<file path="src/rtl/display_scan_ctrl.sv">
// Time-multiplexed scan controller for an 8-digit seven-segment display.
// Optional per-slot blanking is enabled by defining SCAN_BLANK_EN.
module display_scan_ctrl #(
  parameter int unsigned TICK_DIV  = 100000,
  parameter int unsigned BLANK_CYC = 1000
) (
  input  logic        clk,
  input  logic        rst,
  input  logic [31:0] iDigits,
  input  logic [7:0]  iMask,
  input  logic        iLoad,
  output logic [3:0]  oData,
  output logic [2:0]  oSel,
  output logic        oEna,
  output logic        oFrame,
  output logic        oPending
);

  localparam int unsigned PW = $clog2(TICK_DIV);
  localparam int unsigned DW = 32;
  localparam int unsigned MW = 8;
  localparam int unsigned NW = 4;
  localparam int unsigned SW = 3;

  // Reject parameter sets the counter and blanking window cannot represent.
  if (TICK_DIV < 2 || BLANK_CYC >= TICK_DIV) begin : g_param_check
    $error("display_scan_ctrl: need TICK_DIV >= 2 and BLANK_CYC < TICK_DIV");
  end

  logic [PW-1:0] psc, psc_n;
  logic [SW-1:0] sel_n;
  logic [DW-1:0] shd_digits, shd_digits_n, pend_digits, pend_digits_n;
  logic [MW-1:0] shd_mask, shd_mask_n, pend_mask, pend_mask_n;
  logic          pending_n;
  logic          slot_end, wrap, lit;
  logic [NW-1:0] data_n;
  logic          ena_n;

  // Next-state: prescaler/index stepping, pending capture and frame-boundary commit.
  always_comb begin
    slot_end      = (psc == PW'(TICK_DIV - 1));
    wrap          = slot_end && (oSel == SW'(7));
    psc_n         = slot_end ? '0 : psc + PW'(1);
    sel_n         = slot_end ? oSel + SW'(1) : oSel;
    shd_digits_n  = shd_digits;
    shd_mask_n    = shd_mask;
    pend_digits_n = pend_digits;
    pend_mask_n   = pend_mask;
    pending_n     = oPending;

    if (wrap) begin
      // A load in the wrap cycle itself bypasses and supersedes any pending copy.
      if (iLoad) begin
        shd_digits_n = iDigits;
        shd_mask_n   = iMask;
      end else if (oPending) begin
        shd_digits_n = pend_digits;
        shd_mask_n   = pend_mask;
      end
      pending_n = 1'b0;
    end else if (iLoad) begin
      pend_digits_n = iDigits;
      pend_mask_n   = iMask;
      pending_n     = 1'b1;
    end

`ifdef SCAN_BLANK_EN
    lit = (psc_n >= PW'(BLANK_CYC));
`else
    lit = 1'b1;
`endif

    data_n = shd_digits_n[{sel_n, 2'b00} +: NW];
    ena_n  = shd_mask_n[sel_n] && lit;
  end

  // State and registered outputs; oSel doubles as the digit index.
  always_ff @(posedge clk) begin
    if (rst) begin
      psc         <= '0;
      oSel        <= '0;
      shd_digits  <= '0;
      shd_mask    <= '0;
      pend_digits <= '0;
      pend_mask   <= '0;
      oPending    <= 1'b0;
      oData       <= '0;
      oEna        <= 1'b0;
      oFrame      <= 1'b0;
    end else begin
      psc         <= psc_n;
      oSel        <= sel_n;
      shd_digits  <= shd_digits_n;
      shd_mask    <= shd_mask_n;
      pend_digits <= pend_digits_n;
      pend_mask   <= pend_mask_n;
      oPending    <= pending_n;
      oData       <= data_n;
      oEna        <= ena_n;
      oFrame      <= wrap;
    end
  end

endmodule
</file>
<file path="config.mk">
export PLATFORM = sky130hd
export DESIGN_NAME = display_scan_ctrl
export DESIGN_NICKNAME = d
export VERILOG_FILES = /design/src/rtl/display_scan_ctrl.sv
export SDC_FILE = /design/constraint.sdc
export NUM_CORES = 1
export LEC_CHECK = 0
export ABC_AREA = 0
export CORE_UTILIZATION = 49
export CTS_BUF_LIST = sky130_fd_sc_hd__clkbuf_16
export CTS_CLUSTER_DIAMETER = 50
export DETAILED_ROUTE_END_ITERATION = 6
export PLACE_DENSITY_LB_ADDON = 0.25
export SYNTH_ARGS = -nofsm -noshare
export SYNTH_HDL_FRONTEND = slang
export SYNTH_SLANG_ARGS = --single-unit
export TNS_END_PERCENT = 1
</file>
<file path="constraint.sdc">
create_clock -name clk -period 3.37 [get_ports clk]
set_clock_uncertainty 0.1 [all_clocks]
set_input_delay 0.674 -clock clk [delete_from_list [all_inputs] [get_ports clk]]
set_output_delay 0.674 -clock clk [all_outputs]
set_load 0.005 [all_outputs]
</file>
==> summary.md <==
| Metric | Value |
|---|---|
| Status | `complete, no violations` |
| Final setup vio count | `0` |
| Slowest-stage cell, CP | `or4_1` |
| CTS max path bufs | `2` |
| Post-Syn Nets | `605` |
| Fin. Hold Viols | `0` |
| Busiest grt layer | `met2` |
| CP endpoint kind | `register` |
| Avg WL per Cell | `16.9 µm` |
| Synthesized area | `4650 µm²` |
| Core area | `9200 µm²` |
| Seq cells post-synth | `107` |
| Setup TNS | `0 ns` |
| Critical path launch point | `psc[0]` |
| Initial drt markers | `259` |
| IO Pins | `53` |
| Fillcell total | `838` |
| H-tree depth | `3` |
| Fin Hold WS | `0.360 ns` |
| Startpoint types | `register` |
| CTS Hold Buffers Added | `0` |
| First-pass GRT wire length | `19600 µm` |
| Initial Util | `50.5%` |
| Required @ worst endpoint | `3.48 ns` |
| Via count | `4277` |
| Antenna cells | `0` |
| Reg clk slew, reported paths | `0.07 ns` |
| Sequential share of the synthesized area | `46.1%` |
| Largest net degree at the start of global routing | `49` |
| Vias in the first global route | `4010` |
| RSZ-0062 raised after global routing | `false` |
| Congestion Overflow GR | `0` |
| Final Slew Violations | `0` |
| Area Growth Syn to Fin | `19.1%` |
| Most frequent cell after synthesis | `dfxtp_1` |
| DIE AREA | `9880 µm²` |
| EDFF count, synth | `0` |
| DRC errors left | `0` |
| Top FF cell, synth | `dfxtp_1` |
| Hold Crit Class | `register to register` |
| Initial antenna violation count | `0` |
| CP max stage delay | `0.53 ns` |
| Fraction of layout cells with a size suffix above 1 | `5.36%` |
| Drt via density | `6.04` |
| Leakage Power | `2.05 nW` |
| Post-synth top area cell | `dfxtp_1` |
| Synth top cells by count | `dfxtp_1 (107), nor2_1 (102), nand2_1 (100)` |
| Crit-path cells | `ha_1 -> and4_1 -> and4_1 -> buf_4 -> and3_1 -> buf_4 -> a22o_1 -> nor2_1 -> o22ai_1 -> or4_1` |
| Fin nets | `639` |
| RD Place Congestion | `0.815` |
| Die H | `99.4 µm` |
| TritonCTS clock tree | `done` |
| Post-layout min period | `3.07 ns` |
| Root buffer cell | `clkbuf_16` |
| Number of cells on the worst reg-to-reg path | `10` |
| Rows | `35` |
| Worst setup path end | `oData[0]` |
| Die W | `99.4 µm` |
| Worst reg2reg startpoint | `psc[0]` |
| Pre-CTS setup slack | `0.208 ns` |
| MaxCap Viol Count | `0` |
| Worst-Skew Late Latency | `0.34 ns` |
| Met1 usage | `32.2%` |
| 1st-pass router iterations | `5` |
| Post-CTS Resized | `0` |
| PortBufs | `52` |
| Worst VDD drop | `0.000216 V` |
| Synth top area share | `46.1%` |
| Reg2reg setup slack | `0.30 ns` |
| R2R Path End | `oData[0]` |
| Synth unique cells | `33` |
| Yosys warnings | `0` |
| Num CTS Buffers | `9` |
| Fin worst setup slack | `0.299 ns` |
| Final HPWL DP | `7750 µm` |
| Syn Area/Cell | `8.31 µm²` |
| Crit-path max FO | `40` |
| P per Cell Area | `463 nW/µm²` |
| Fmax | `326 MHz` |
| Setup bufs post-CTS | `0` |
| Post-Route WL | `12000 µm` |
| GR Util All Layers | `24.9%` |
| Clk sinks | `107` |
| Syn Inst Count | `559` |
| Total design power | `2.56 mW` |
| M2 GR Usage | `41.7%` |
| Post-DRT Antenna Nets | `0` |
| Fin crit share | `91.1%` |
| Arr. time, crit path | `3.18 ns` |
| Asr flop ratio synth | `0%` |
| Worst slew pin tran | `1.30 ns` |
| Met3 Use GR | `4.78%` |
| CP Class | `register to register` |
| Most area-consuming cells after synthesis | `dfxtp_1 (46%), nor2_1 (8.2%), a32o_1 (8.2%)` |
| Rel. slew slack | `12.6%` |
-- cells by family after synthesis --
family	share of synthesized area (%)
AO/OA/AOI/OAI	24.0
flip-flops	46.1
adder cells (fa/ha/maj)	0.808
multiplexers	0.215
buffers and inverters	4.47
AND/OR/NAND/NOR	21.7
XOR/XNOR	2.64
-- through the flow --
step,util (%),instances,instance area [µm²]
global route,60.2,708,5530
detailed placement,56.8,693,5230
CTS,60.2,708,5530
finish,60.2,708,5530
floorplan,-,559,4650
global placement,56.8,693,5230
-- routing by layer --
layer / up-vias / wire length [µm] / share of wire, %
met5: - / 0 / 0
met4: 0 / 228 / 1.9
met3: 18 / 749 / 6.3
met2: 156 / 5800 / 48
met1: 2049 / 5190 / 43
li1: 2054 / - / -
-- report_power, final --
group | switching (mW) | internal [mW] | leakage, nW | total, mW
Combinational | 0.0948 | 0.0738 | 1.03 | 0.169
Sequential | 0.0185 | 1.29 | 0.870 | 1.31
Clock | 0.441 | 0.642 | 0.150 | 1.08
Total | 0.554 | 2.01 | 2.05 | 2.56
-- cell type report --
| type | instances | area [µm²] | share of cell area [%] |
|---|---|---|---|
| flip-flops and latches | 107 | 2140 | 38.7 |
| clock inverters | 6 | 81.3 | 1.47 |
| well taps | 111 | 139 | 2.51 |
| clock buffers | 9 | 225 | 4.07 |
| repair buffers | 66 | 633 | 11.4 |
| multi-input cells | 406 | 2300 | 41.6 |
| inverters | 3 | 11.3 | 0.203 |
-- sequential cells by signal, summed over array words and instances (netlist names) --
signal,cells
oSel,3
shd_digits,32
shd_mask,8
pend_mask,8
oFrame,1
oPending,1
oEna,1
psc,17
oData,4
pend_digits,32
-- how the worst min path moves through the flow --
stage	start	endpoint	slack, ns	cells after the start
finish	pend_mask[7]	pend_mask[7]	0.36	2
global route	pend_digits[22]	pend_digits[22]	0.38	2
CTS	pend_digits[26]	pend_digits[26]	0.36	2
detailed placement	pend_digits[26]	pend_digits[26]	0.35	2
global placement	pend_digits[6]	pend_digits[6]	0.34	2
floorplan	psc[0]	psc[0]	0.33	1
-- worst max-delay path, delay by kind of cell, from the launching register on --
kind,cells,cell delay [ns]
AO/OA/AOI/OAI,2,0.41
adder cells (fa/ha/maj),1,0.24
buffers and inverters,2,0.44
flip-flops,1,0.34
AND/OR/NAND/NOR,5,1.39
-- placed cells by master, fill, tap and decap left out, types with 3 or more instances in the layout --
cell             Yosys  routed
nor2_1             102     101
ha_1                 3       3
a32o_1              38      38
buf_4                0      13
o22ai_1             22      22
clkdlybuf4s50_1      0      51
a22o_1              40      40
nand3_1              8       8
or4_1                5       5
xnor2_1              4       4
a21oi_1             43      43
nand2b_1             4       4
inv_1                3       3
xor2_1              10      10
and3_1               4       4
clkbuf_16            0       9
dfxtp_1            107     107
nand2_1            100     100
(Power assumes the default switching activity.)
